### src/rtl/grad_batch_accumulator_pkg.sv
// Shared definitions for the mini-batch gradient accumulator: Q8.8 data format
// and the two FSM state encodings.
package grad_batch_accumulator_pkg;

   localparam int DATA_W    = 16;
   localparam int FRAC_BITS = 8;

   localparam logic [0:0] ST_ACCUM = 1'b0;
   localparam logic [0:0] ST_OUT   = 1'b1;

   // Width of an accumulator summing 2**log2_batch Q8.8 samples without overflow.
   function automatic int acc_width(input int log2_batch);
      return DATA_W + log2_batch;
   endfunction

endpackage

### src/rtl/grad_batch_accumulator_lane.sv
// One gradient element: widened signed accumulator plus the floor mean of the
// running sum including the sample currently presented.
module grad_acc_lane
   import grad_batch_accumulator_pkg::*;
#(
   parameter int LOG2_BATCH = 2
) (
   input  logic              clk,
   input  logic              rst,
   input  logic              clr,
   input  logic              add_en,
   input  logic [DATA_W-1:0] in,
   input  logic              last,
   output logic [DATA_W-1:0] mean_out
);

   localparam int ACC_W = acc_width(LOG2_BATCH);

   logic signed [ACC_W-1:0] acc;
   logic signed [ACC_W-1:0] in_ext;
   logic signed [ACC_W-1:0] sum;
   logic signed [ACC_W-1:0] shifted;

   // Sign-extend the sample, add it to the running sum and take the floor mean.
   always_comb begin
      in_ext   = ACC_W'($signed(in));
      sum      = acc + in_ext;
      shifted  = sum >>> LOG2_BATCH;
      mean_out = shifted[DATA_W-1:0];
   end

   // Accumulate non-final samples; the final sample clears for the next batch.
   always_ff @(posedge clk) begin
      if (rst) begin
         acc <= '0;
      end else if (clr) begin
         acc <= '0;
      end else if (add_en && !last) begin
         acc <= sum;
      end else begin
         acc <= acc;
      end
   end

endmodule

### src/rtl/grad_batch_accumulator.sv
// Mini-batch gradient accumulator: sums 2**LOG2_BATCH Q8.8 gradient vectors and
// holds their floor mean on a valid/ready output for the sgd stage.
module grad_batch_accumulator
   import grad_batch_accumulator_pkg::*;
#(
   parameter int NUM_PARAMS = 13,
   parameter int LOG2_BATCH = 2
) (
   input  logic                         clk,
   input  logic                         rst,
   input  logic                         in_valid,
   output logic                         in_ready,
   input  logic [NUM_PARAMS*DATA_W-1:0] in_grad,
   output logic                         out_valid,
   input  logic                         out_ready,
   output logic [NUM_PARAMS*DATA_W-1:0] out_grad,
   output logic [LOG2_BATCH:0]          sample_cnt
);

   localparam logic [LOG2_BATCH:0] CNT_ONE  = (LOG2_BATCH + 1)'(1);
   localparam logic [LOG2_BATCH:0] CNT_LAST = (LOG2_BATCH + 1)'((1 << LOG2_BATCH) - 1);

   logic [0:0]                   state;
   logic                         accept;
   logic                         last;
   logic                         final_accept;
   logic [NUM_PARAMS*DATA_W-1:0] mean_all;

   // Handshake flags come straight from the state register, never from out_ready.
   always_comb begin
      in_ready     = (state == ST_ACCUM);
      out_valid    = (state == ST_OUT);
      accept       = in_valid & in_ready;
      last         = (sample_cnt == CNT_LAST);
      final_accept = accept & last;
   end

   for (genvar i = 0; i < NUM_PARAMS; i++) begin : g_lane
      grad_acc_lane #(
         .LOG2_BATCH (LOG2_BATCH)
      ) u_lane (
         .clk      (clk),
         .rst      (rst),
         .clr      (final_accept),
         .add_en   (accept),
         .in       (in_grad[i*DATA_W +: DATA_W]),
         .last     (last),
         .mean_out (mean_all[i*DATA_W +: DATA_W])
      );
   end

   // FSM, sample counter and the held output register.
   always_ff @(posedge clk) begin
      if (rst) begin
         state      <= ST_ACCUM;
         sample_cnt <= '0;
         out_grad   <= '0;
      end else begin
         case (state)
            ST_ACCUM: begin
               if (final_accept) begin
                  state      <= ST_OUT;
                  sample_cnt <= '0;
                  out_grad   <= mean_all;
               end else if (accept) begin
                  sample_cnt <= sample_cnt + CNT_ONE;
               end else begin
                  sample_cnt <= sample_cnt;
               end
            end
            ST_OUT: begin
               // out_grad keeps its value after the handshake.
               if (out_ready) begin
                  state <= ST_ACCUM;
               end else begin
                  state <= ST_OUT;
               end
            end
            default: begin
               state      <= ST_ACCUM;
               sample_cnt <= '0;
            end
         endcase
      end
   end

endmodule

### config.mk
export PLATFORM = sky130hd
export DESIGN_NAME = grad_batch_accumulator
export DESIGN_NICKNAME = d
export VERILOG_FILES = /design/src/rtl/grad_batch_accumulator_pkg.sv /design/src/rtl/grad_batch_accumulator_lane.sv /design/src/rtl/grad_batch_accumulator.sv
export SDC_FILE = /design/constraint.sdc
export NUM_CORES = 1
export LEC_CHECK = 0
export CAP_MARGIN = 30
export CORE_MARGIN = 2
export CORE_UTILIZATION = 30
export DETAILED_ROUTE_END_ITERATION = 12
export DONT_BUFFER_PORTS = 1
export GPL_TIMING_DRIVEN = 0
export SKIP_LAST_GASP = 1
export SLEW_MARGIN = 30
export SYNTH_ARGS = -nofsm -noshare
export SYNTH_HDL_FRONTEND = slang
export SYNTH_SLANG_ARGS = --single-unit
### constraint.sdc
create_clock -name clk -period 2.67 [get_ports clk]
set_input_delay 0.267 -clock clk [delete_from_list [all_inputs] [get_ports clk]]
set_output_delay 0.267 -clock clk [all_outputs]
set_load 0.05 [all_outputs]
==> results of run 1 <==
timing repair:
action,CTS,global route
hold endpoints to repair,33,0
cloned,0,0
setup buffers,2,13
resized for setup,70,78
pin swaps,5,33
setup endpoints to repair,409,181
hold buffers,31,0
cell type report:
| type | count | area share (%) |
|---|---|---|
| Antenna cell | 7 | 0.0616 |
| Timing Repair Buffer | 49 | 1.69 |
| Clock buffer | 79 | 5.80 |
| Multi-Input combinational cell | 1858 | 52.2 |
| Sequential cell | 446 | 31.4 |
| Clock inverter | 23 | 1.17 |
| Buffer | 130 | 2.07 |
| Tap cell | 1050 | 4.62 |
| Inverter | 73 | 0.976 |
sequential cells by signal, summed over array words and instances (netlist names):
signal / cells
out_valid: 1
out_grad: 208
g_lane.u_lane.acc: 234
sample_cnt: 3
synth_stat cells, types with 6 or more instances:
library cell,number
inv_1,73
o221a_2,167
nor3_1,26
nand3_1,26
and3_1,16
xnor2_1,139
a21o_1,93
o21ai_1,13
nand2b_1,16
and4_1,8
ha_1,222
o21a_1,50
a211o_1,8
o31ai_1,7
dfxtp_1,446
nand2_1,152
o221ai_1,6
buf_1,10
o31a_1,11
a31oi_1,16
clkbuf_1,120
a211oi_1,27
nor2_1,112
a22o_1,182
o211ai_1,13
a21oi_1,204
nor2b_1,28
nand4_1,12
o21bai_1,13
o21ai_0,125
or3_1,7
xor2_1,55
fa_1,13
report_power, final:
part | internal (µW) | switching (µW)
clock | 5050 | 3130
sequential | 7160 | 477
combinational | 2420 | 3250
total | 14600 | 6860
critical path, stage by stage (launching register included):
cell and delay (ns):
dfxtp_1 0.32, ha_1 0.23, or3_1 0.43, a211o_1 0.29
and3_4 0.19, a311o_1 0.43, and4_4 0.19, nor3_4 0.25
xnor2_1 0.15, o21ai_1 0.07
cells by family (layout without fill, tap and decap cells):
logic type | Yosys count | in the layout | share of synthesized area, %
mux | 8 | 8 | 0.348
flops | 446 | 446 | 37.1
simple gates | 427 | 427 | 8.41
compound gates | 994 | 994 | 31.3
xor+xnor | 194 | 194 | 7.06
fa+ha+maj | 235 | 235 | 12.6
other cells | 0 | 7 | 0
buf+inv | 203 | 354 | 3.16
stage by stage:
stage	instance area, µm²	utilization (%)	total power [µW]	worst slack (ns)	hold slack (ns)
final	28500	35.9	21500	0.0113	0.0646
after global routing	28400	35.9	22600	-0.0761	0.0718
after CTS	28000	35.4	21500	0.000406	0.0207
after detailed placement	25500	32.2	13100	-0.818	0.343
after global placement	25400	32.0	13000	-1.85	0.343
after floorplan	24100	-	11800	0.208	0.336
routing by layer:
metal / track usage, % / wire length [µm]
met5: 0 / 69
met4: 5.92 / 2260
met3: 5.01 / 6500
met2: 34.0 / 41500
met1: 26.9 / 38800
worst paths after layout:
kind,endpoint,slack [ns],startpoint
min reg2reg,g_lane[9].u_lane.acc[0]$_SDFFE_PP0P_,0.46,g_lane[9].u_lane.acc[0]$_SDFFE_PP0P_
max,out_grad[127]$_SDFFE_PP0P_,0.01,g_lane[7].u_lane.acc[6]$_SDFFE_PP0P_
min,out_grad[95]$_SDFFE_PP0P_,0.06,in_grad[95]
max reg2reg,out_grad[127]$_SDFFE_PP0P_,0.01,g_lane[7].u_lane.acc[6]$_SDFFE_PP0P_
layout by cell type (no fill, tap or decap), types with 16 or more instances in the layout:
| cell type | count |
|---|---|
| clkbuf_1 | 78 |
| o21ai_0 | 115 |
| a21o_1 | 93 |
| nor3_1 | 25 |
| o221a_2 | 165 |
| inv_1 | 72 |
| a211oi_1 | 26 |
| o21a_1 | 50 |
| nand2b_1 | 16 |
| dfxtp_1 | 441 |
| xnor2_1 | 134 |
| o21ai_1 | 16 |
| a21oi_1 | 194 |
| xor2_1 | 51 |
| nor2b_1 | 23 |
| nor2_1 | 111 |
| dlygate4sd3_1 | 31 |
| ha_1 | 219 |
| nand3_1 | 26 |
| clkbuf_16 | 57 |
| nand2_1 | 152 |
| clkbuf_2 | 43 |
| a22o_1 | 182 |
| buf_4 | 17 |
==> results.yml, run 1 <==
run_status:
  outcome: "complete, no violations"
route:
  ant_nets: 0
  dr.pass1.iters: 5
  route.detailed.wl_per_inst_um: 24.0
  via_count: 20300
  vias_per_cell: 5.46
  dr.first_iter.drc_count: 1248
  drc: 0
  totalWireLength_um: 89100
synth:
  synth_top_area_share_pct: 37.1
  synth_enable_flop_cells: 0
  synth_fp_nets: 2954
  synth.distinct_cells: 67
  synth_area_um2: 24100
  yosys-top-cells-area: "dfxtp_1 37%, ha_1 12%, o221a_2 7.8%"
  yosysSeqAreaShare_pct: 37.1
  ys_seq_elements: 446
  synthArstFlopShare_pct: 0
  netlist_instances: 2507
  ys_warn_count: 0
  syn_area_per_cell_um2: 9.61
  synth_top_area_cell: "dfxtp_1"
  ys.flop_type: "dfxtp_1"
floorplanning:
  fp-row-count: 103
  dieArea_um2: 82600
  die_h_um: 287
  start_util_pct: 30.4
  die_width_um: 287
  io_pins: 425
  coreArea_um2: 79300
timing:
  setup_violations: 0
  drv_slew: 0
  max_freq_mhz: 376
  fin_crit_sh_pct: 99.6
  period_minus_slack_ns: 2.66
  slew_headroom_pct: 37.3
  tns_ns: 0
  finalHoldViolCount: 0
  fin_skew_ns: 0.0224
  worstMarginPinSlew_ns: 0.941
  rsz0062_at_grt: "true"
final_layout:
  final_cells: 3715
  seq_area_um2: 8930
  nets: 3060
  drive_gt1_share_pct: 16.3
  multiInputGateArea_um2: 14900
  fillers: 8000
  area_growth_pct: 18.1
min_path:
  hold_class: "input port to register"
  hold-path-cell-count: 3
clock_network:
  insertion_delay_ns: 0.61
  cts-buffers-inserted: 55
  cts_tree: "yes"
  clk_pin_slew_ns: 0.06
  clkSinkCount: 446
  clk_path_buf_depth: 3
  clockRootBuffer: "clkbuf_16"
  htreeDepth: 2
place:
  gp_congestion: 0.898
  io_buffers: 0
  hpwl_um: 66700
  numPlacedInstances: 3560
critical_path:
  worstRegToRegCells: 9
  endpoint_kind: "register"
  cp_max_fo: 4
  crit_arrival_ns: 3.13
  cp-start-kind: "register"
  crit_required_ns: 3.14
  setup.worst_path.class: "register to register"
global_route:
  track_usage_pct: 20.7
  grt-ovfl-total: 0
  grt_pass1_wl_um: 128000
  grt_max_degree: 14
  first_global_vias: 19400
  antenna_found_initial: 14
pwr:
  vdd_drop_max_mv: 0.469
  cellPowerDensity_nw_per_um2: 755
  leakage_uw: 0.0120
run:
  max_cap_viol_count: 0
Note: power is estimated with default switching activity, not from simulation.
==> run 2: changes to the inputs <==
- CORE_ASPECT_RATIO: unset -> 1.5
==> run 2 against run 1 <==
  * Cell count shrank 0.57%
  * Maximum frequency up 1.7%
  * Sequential power about the same
  * Core utilization shrank 0.44 points
  * Hold slack worse by 0.023 ns
  * Count of clock-buffer cells in the layout decreased by 19
  * First-iteration DRC count decreased by 15%
  * Critical endpoint is now g_lane[8].u_lane.acc[15]$_SDFFE_PP0P_
  * Cell area down 0.58%
  * Register-to-register slack better by 0.04 ns
  * Highest routed layer unchanged
  * Via count up 0.17%
  * Non-clock buffer count grew 10
==> results.yml, run 2 (synthesis gave the netlist of run 1 again) <==
pwr:
  pwr-share-seq_pct: 36.6
  comb_power_share_pct: 27.5
  p_int_uw: 14100
  vdd_drop_max_mv: 0.535
  swShare_pct: 32.6
  p_sw_uw: 6810
  clockPowerShare_pct: 35.9
  leakage_uw: 0.0120
  fin_total_pwr_uw: 20900
  cellPowerDensity_nw_per_um2: 738
route:
  via_count: 20300
  dr.first_iter.drc_count: 1064
  ant_nets: 0
  totalWireLength_um: 90000
  route.detailed.wl_per_inst_um: 24.4
  vias_per_cell: 5.50
  drc: 0
  dr.pass1.iters: 7
final_layout:
  fillers: 8152
  drive_gt1_share_pct: 17.1
  final_cell_mix: "441 x dfxtp_1, 215 x ha_1, 194 x a21oi_1, 182 x a22o_1, 167 x o221a_2"
  top_register: "g_lane.u_lane.acc"
  area_growth_pct: 17.5
  seq_area_um2: 8940
  final_common_cell: "dfxtp_1"
  largest_reg_flops: 234
  multiInputGateArea_um2: 14800
  reg_top3: "g_lane.u_lane.acc (234), out_grad (208), sample_cnt (3)"
  nets: 3063
  final_cells: 3694
timing:
  fin_skew_ns: 0.0336
  finalHoldViolCount: 0
  holdWs_ns: 0.0419
  setup_violations: 0
  tns_ns: 0
  max_freq_mhz: 382
  rsz0062_at_grt: "true"
  slew_headroom_pct: 34.6
  drv_slew: 0
  worstMarginPinSlew_ns: 0.980
  fin_crit_sh_pct: 97.9
  period_minus_slack_ns: 2.61
floorplanning:
  io_pins: 425
  die_h_um: 351
  dieArea_um2: 82600
  start_util_pct: 30.2
  fp-row-count: 127
  die_width_um: 235
  coreArea_um2: 79800
critical_path:
  crit_arrival_ns: 3.10
  regToRegEndpoint: "g_lane[8].u_lane.acc[15]$_SDFFE_PP0P_"
  cp-start-kind: "register"
  cp_max_fo: 4
  endpoint_kind: "register"
  setup.worst_path.class: "register to register"
  worstRegToRegCells: 9
  crit_required_ns: 3.15
  rrSetupSlack_ns: 0.06
  r2r_start: "g_lane[8].u_lane.acc[1]$_SDFFE_PP0P_"
clock_network:
  cts_tree: "yes"
  clkSinkCount: 446
  insertion_delay_ns: 0.63
  clk_path_buf_depth: 3
  cts-buffers-inserted: 48
  clockRootBuffer: "clkbuf_16"
  htreeDepth: 2
  clk_pin_slew_ns: 0.06
min_path:
  hold-path-endpoint: "g_lane[8].u_lane.acc[2]$_SDFFE_PP0P_"
  hold_class: "input port to register"
  hold-path-cell-count: 4
  worstHoldStart: "in_grad[130]"
global_route:
  track_usage_pct: 21.0
  grt_max_degree: 16
  antenna_found_initial: 9
  first_global_vias: 20300
  grt_pass1_wl_um: 130000
  grt-ovfl-total: 0
run:
  max_cap_viol_count: 0
place:
  gp_congestion: 0.870
  numPlacedInstances: 3544
  hpwl_um: 69100
  io_buffers: 0
run_status:
  outcome: "complete, no violations"
run 2: cell types whose count changed in the layout (fill, tap and decap cells not counted), moves of 3 or more:
cell and delta:
buf_8 +3, clkbuf_1 -19, clkbuf_2 +16, buf_4 +6, clkbuf_4 -3, ha_2 +3
clkbuf_16 -8, ha_1 -4, clkbuf_8 -7
run 2: worst max path at each step:
stage	start	to	slack, ns	cells after the start
after floorplan	g_lane[7].u_lane.acc[1]$_SDFFE_PP0P_	out_grad[127]$_SDFFE_PP0P_	0.21	9
after global placement	sample_cnt[0]$_SDFFE_PP0P_	g_lane[2].u_lane.acc[6]$_SDFFE_PP0P_	-1.80	6
after detailed placement	sample_cnt[0]$_SDFFE_PP0P_	out_grad[197]$_SDFFE_PP0P_	-0.65	8
after CTS	sample_cnt[0]$_SDFFE_PP0P_	g_lane[11].u_lane.acc[17]$_SDFFE_PP0P_	-0.07	7
after global routing	g_lane[6].u_lane.acc[0]$_SDFFE_PP0P_	g_lane[6].u_lane.acc[12]$_SDFFE_PP0P_	-0.04	11
final	g_lane[8].u_lane.acc[1]$_SDFFE_PP0P_	g_lane[8].u_lane.acc[15]$_SDFFE_PP0P_	0.06	9
run 2: power by group through the flow:
stage / combinational (µW) / sequential (µW) / clock [µW]
final: 5750 / 7640 / 7490
after CTS: 5530 / 7630 / 7690
after detailed placement: 5340 / 7770 / 0
after global routing: 6370 / 7690 / 7910
after global placement: 5290 / 7760 / 0
after floorplan: 4100 / 7670 / 0
run 2: per-stage QoR:
stage	cell area [µm²]	setup WS, ns	utilization [%]
finish	28300	0.0555	35.5
global route	28300	-0.0420	35.5
CTS	27800	-0.0695	34.9
detailed placement	25500	-0.649	32.0
global placement	25400	-1.80	31.8
floorplan	24100	0.208	-
run 2: layout make-up:
class                   instances  share of cell area, %
diodes                          9                 0.0796
multi-input cells            1858                   52.4
well taps                    1032                   4.56
clock inverters                27                   1.40
inverters                      73                  0.982
repair buffers                 59                   2.14
clock buffers                  60                   4.73
plain buffers                 130                   2.15
flip-flops and latches        446                   31.6
run 2: repair_timing:
| item | in CTS | in global routing |
|---|---|---|
| hold endpoints to repair | 30 | 0 |
| setup buffers | 7 | 19 |
| setup endpoints to repair | 441 | 144 |
| gates resized for setup | 79 | 98 |
| hold buffers | 30 | 0 |
| pin swaps | 5 | 45 |
run 2: per-layer routing:
metal	global-route usage, %	wire length, µm	up-vias
li1	-	-	9790
met1	23.1	35400	9809
met2	37.3	44300	562
met3	5.87	6130	160
met4	9.76	4100	4
met5	0	31	-
run 2: worst max-delay path, cell delays in order (launching register included):
cell	delay, ns
dfxtp_1	0.33
ha_1	0.29
a211o_1	0.30
a211o_1	0.29
and3_4	0.19
a311o_1	0.42
buf_4	0.16
a31oi_2	0.19
xnor2_1	0.12
o221a_1	0.21
==> run 3: changes to the inputs <==
- CAP_MARGIN: 30 -> unset
==> run 3 against run 2 <==
  * Die area unchanged
  * Flip-flop and latch count unchanged
  * Cell area about the same
  * Via count decreased by 0.15%
  * Combinational power about the same
  * Count of clock-buffer cells in the layout increased by 4
  * Critical endpoint is now g_lane[2].u_lane.acc[15]$_SDFFE_PP0P_
  * Non-clock buffer count decreased by 2
==> results.yml, run 3 (synthesis gave the netlist of run 1 again) <==
floorplanning:
  start_util_pct: 30.2
  io_pins: 425
  coreArea_um2: 79800
  die_h_um: 351
  fp-row-count: 127
  dieArea_um2: 82600
  die_width_um: 235
run_status:
  outcome: "complete, no violations"
timing:
  worstMarginPinSlew_ns: 0.865
  holdWs_ns: 0.0307
  rsz0062_at_grt: "true"
  slew_headroom_pct: 42.3
  period_minus_slack_ns: 2.63
  drv_slew: 0
  tns_ns: 0
  fin_skew_ns: 0.0303
  finalHoldViolCount: 0
  max_freq_mhz: 380
  setup_violations: 0
  fin_crit_sh_pct: 98.4
route:
  ant_nets: 0
  dr.pass1.iters: 5
  vias_per_cell: 5.49
  via_count: 20300
  totalWireLength_um: 90100
  drc: 0
  route.detailed.wl_per_inst_um: 24.4
  dr.first_iter.drc_count: 1028
place:
  io_buffers: 0
  numPlacedInstances: 3544
  hpwl_um: 68900
  gp_congestion: 0.870
final_layout:
  top_register: "g_lane.u_lane.acc"
  final_common_cell: "dfxtp_1"
  reg_top3: "g_lane.u_lane.acc (234), out_grad (208), sample_cnt (3)"
  final_cells: 3696
  largest_reg_flops: 234
  area_growth_pct: 17.5
  final_cell_mix: "441 x dfxtp_1, 215 x ha_1, 194 x a21oi_1, 182 x a22o_1, 166 x o221a_2"
  drive_gt1_share_pct: 16.9
  nets: 3063
global_route:
  track_usage_pct: 21.0
  grt_max_degree: 19
  antenna_found_initial: 10
  first_global_vias: 20100
  grt-ovfl-total: 0
  grt_pass1_wl_um: 130000
critical_path:
  crit_arrival_ns: 3.19
  cp-start-kind: "register"
  setup.worst_path.class: "register to register"
  endpoint_kind: "register"
  crit_required_ns: 3.23
  cp_max_fo: 4
clock_network:
  insertion_delay_ns: 0.63
  clkSinkCount: 446
  cts_tree: "yes"
  clk_path_buf_depth: 3
  clk_pin_slew_ns: 0.06
  cts-buffers-inserted: 50
  clockRootBuffer: "clkbuf_16"
  htreeDepth: 2
min_path:
  hold_class: "input port to register"
run:
  max_cap_viol_count: 0
pwr:
  vdd_drop_max_mv: 0.564
  cellPowerDensity_nw_per_um2: 737
  leakage_uw: 0.0120
==> run 3: area by class of cell <==
type | instances | area (µm²)
Tap cell | 1032 | 1290
Inverter | 73 | 278
Clock inverter | 29 | 375
Clock buffer | 64 | 1380
Fill cell | 8100 | 51500
Sequential cell | 446 | 8940
Antenna cell | 7 | 17.5
Buffer | 129 | 603
Multi-Input combinational cell | 1858 | 14800
Timing Repair Buffer | 58 | 603
==> run 3: worst max-delay path, stage by stage, from the launching register on <==
cell and delay, ns:
dfxtp_1 0.32, ha_1 0.35, nand3_1 0.09, nor2_1 0.14
o31a_1 0.25, nor3_1 0.09, o41ai_1 0.60, a31oi_1 0.19
xnor2_1 0.30, o221a_2 0.24
==> run 3: what timing repair did <==
item / 4_1_cts / 5_1_grt
pin swaps: 6 / 41
resized for setup: 78 / 95
hold buffers: 32 / 0
setup endpoints to repair: 444 / 229
endpoints found under the hold margin: 34 / 0
buffers inserted: 4 / 17
==> run 3: worst paths after layout <==
| kind | cells after the start | slack (ns) | to | startpoint |
|---|---|---|---|---|
| hold reg to reg | 2 | 0.46 | g_lane[7].u_lane.acc[0]$_SDFFE_PP0P_ | g_lane[7].u_lane.acc[0]$_SDFFE_PP0P_ |
| hold / removal | 3 | 0.03 | out_grad[111]$_SDFFE_PP0P_ | in_grad[111] |
| setup reg to reg | 9 | 0.04 | g_lane[2].u_lane.acc[15]$_SDFFE_PP0P_ | g_lane[2].u_lane.acc[2]$_SDFFE_PP0P_ |
| setup / recovery | 9 | 0.04 | g_lane[2].u_lane.acc[15]$_SDFFE_PP0P_ | g_lane[2].u_lane.acc[2]$_SDFFE_PP0P_ |
==> run 3: report_power, final <==
| part | total (µW) | leakage, µW | switching (µW) | internal, µW |
|---|---|---|---|---|
| clock | 7480 | 0.000855 | 3170 | 4300 |
| combinational | 5740 | 0.00747 | 3280 | 2460 |
| sequential | 7630 | 0.00366 | 480 | 7160 |
==> run 3: stage by stage <==
| step | instance area (µm²) | setup slack, ns | total power [µW] | util [%] |
|---|---|---|---|---|
| floorplan | 24100 | 0.208 | 11800 | - |
| global placement | 25400 | -1.80 | 13000 | 31.8 |
| detailed placement | 25500 | -0.638 | 13100 | 32.0 |
| CTS | 27800 | -0.0760 | 20800 | 34.9 |
| global route | 28300 | -0.0417 | 22000 | 35.5 |
| finish | 28300 | 0.0415 | 20900 | 35.5 |
==> run 3: per-layer routing <==
layer	GRT usage [%]	share of wire (%)
met2	37.7	49
met3	5.92	6.8
met4	9.28	4.5
met1	23.1	39
met5	0	0.037
==> patch (flow settings as in run 1) <==
The parameter `NUM_PARAMS` goes from 13 to 14.
--- a/src/rtl/grad_batch_accumulator.sv
+++ b/src/rtl/grad_batch_accumulator.sv
@@ -3,7 +3,7 @@
 module grad_batch_accumulator
    import grad_batch_accumulator_pkg::*;
 #(
-   parameter int NUM_PARAMS = 13,
+   parameter int NUM_PARAMS = 14,
    parameter int LOG2_BATCH = 2
 ) (
    input  logic                         clk,
Interface: changed (resized in_grad and out_grad); port bits go from 425 to 457. No check against the original RTL was run, so the function may have changed too.
==> patch against run 1 <==
The flow now finishes with violations (negative setup slack); cell count is 8.3% higher; design area is 10% higher; setup slack worse by 0.021 ns; clock skew is 0.010 ns higher; first-iteration DRC count is 1.9% lower; area after synthesis is 7.1% higher; sequential cell count is 34 higher; hold slack worse by 0.041 ns; critical path depth is 2 higher; sequential share of layout area is 0.72 points lower; wire length is 8.3% higher; maximum frequency is 0.79% lower; combinational power is 14% higher; power is 10% higher.
==> patch: results (changes against run 1) <==
run status=finished with violations; failing checks=negative setup slack; Worst IR Drop VDD=0.000494 V (+5.5%); Synth Register Bits=480 (+7.6%); Critical Path Fanout Max=2 (-2); Setup TNS=-0.00982 ns (-0.00982 ns); gr usage total=20.9% (+0.24 points); Vias=21703 (+7.0%); layout cell share with drive strength beyond 1=21.3% (+5.0 points); Post-synth top cells=480 x dfxtp_1, 239 x ha_1, 203 x a22o_1; Reg2Reg Launch Point=g_lane[13].u_lane.acc[0]$_SDFFE_PP0P_; largest net degree at the start of global routing=15 (+1); sequential share of cell area=30.7% (-0.72 points); vias in the first global route=20963 (+8.3%); multi-input gates=1959 (+5.4%); Post-Layout Cell Count=4022 (+8.3%); YS warnings=0 (unchanged); Final nets=3296 (+7.7%); hold path start=in_grad[162]; Post-DP Area=0.0273 mm^2 (+7.0%); WS Path Type=flop to flop; post-synth cell types=73 (+9.0%); Final Setup Violations=1 (+1); routed len/inst=24.0 um (about the same); Mapped Nets=3140 (+6.3%); Crit path arrival time=3.22 ns (+0.09 ns); Fillers=8536 (+6.7%); Layout Skew=0.0328 ns (+0.0104 ns); DRT iter0 DRCs=1224 (-1.9%); crit-path max cell delay=0.36 ns (-0.07 ns); Cells after Synth=2659 (+6.1%); Non-clock buffer share=4.79% (+1.0 points); class of the most critical hold timing path=input pin to flop; GPL Wtd Cong=0.870 (-3.1%); clock latency on the worst-skew pair=0.66 ns (+0.05 ns); fraction of area in multi-input gates=52.0% (-0.22 points); dpl ws=-0.737 ns (+0.0812 ns); power density cells=756 mW/mm^2 (about the same); Final clock-cell share=6.90% (-0.062 points); antenna violations before repair=18 (+4); Inst Count DP=3804 (+6.9%); sequential element share of the synthesized area=37.3% (+0.19 points); CTS Buffer Depth=3 (unchanged); Worst slew margin=33.1% (-4.2 points); top area cells in the synthesized netlist=dfxtp_1 37%, ha_1 12%, o221a_2 8.1%; # clk buffers=76 (-3.8%); number of CTS-inserted buffers=59 (+7.3%); Pleak=13.0 nW (+7.9%); Repair and plain buffers=235 (+31%); first-pass GRT wire length=140000 um (+9.2%); final worst slack=-0.00982 ns (-0.0211 ns); Slowest cell on crit path=o311a_1; dpl hpwl=71500 um (+7.3%); Top Registers=g_lane.u_lane.acc: 252 flops, out_grad: 224 flops, sample_cnt: 3 flops; inverters=80 (+9.6%); diodes inserted=13 (+6)
[patch: timing repair]
action / 4_1_cts / 5_1_grt
hold endpoints to repair: 42 / 0
resized for setup: 143 / 139
hold buffers: 40 / 0
setup buffers: 29 / 27
pin swaps: 43 / 105
setup endpoints to repair: 478 / 255
[patch: logic make-up after synthesis]
group                      count (synthesis)  share of synthesized area (%)
AOI/OAI and AO/OA                        946                           29.4
and+or+nand+nor                          547                           10.2
DFF                                      480                           37.3
adders and majority gates                253                           12.7
buffers and inverters                    220                           3.20
xor gates and xnor gates                 211                           7.17
muxes                                      2                         0.0825
[patch: worst max-delay path, delay by kind of cell, from the launching register on]
kind | cells | cell delay (ns)
fa+ha+maj | 2 | 0.49
compound gates | 8 | 1.65
flops | 1 | 0.33
xor+xnor | 1 | 0.12
[patch: metal layers]
layer | global-route usage, % | part of all wire (%) | vias to the layer above
li1 | - | - | 10459
met1 | 26.3 | 44 | 10575
met2 | 34.5 | 46 | 536
met3 | 6.96 | 7.7 | 125
met4 | 5.11 | 2.1 | 8
met5 | 0 | 0.057 | -
[patch: worst paths after layout]
check / end / slack (ns) / depth (start not counted)
max: g_lane[13].u_lane.acc[16]$_SDFFE_PP0P_ / -0.01 / 11
min: g_lane[10].u_lane.acc[2]$_SDFFE_PP0P_ / 0.02 / 4
max reg2reg: g_lane[13].u_lane.acc[16]$_SDFFE_PP0P_ / -0.01 / 11
min reg2reg: g_lane[11].u_lane.acc[0]$_SDFFE_PP0P_ / 0.46 / 2
[patch: where the power goes]
| group | switching (mW) | leakage, nW | internal [mW] |
|---|---|---|---|
| clock | 3.48 | 1.05 | 5.57 |
| combinational | 3.63 | 8.01 | 2.82 |
| sequential | 0.521 | 3.94 | 7.71 |
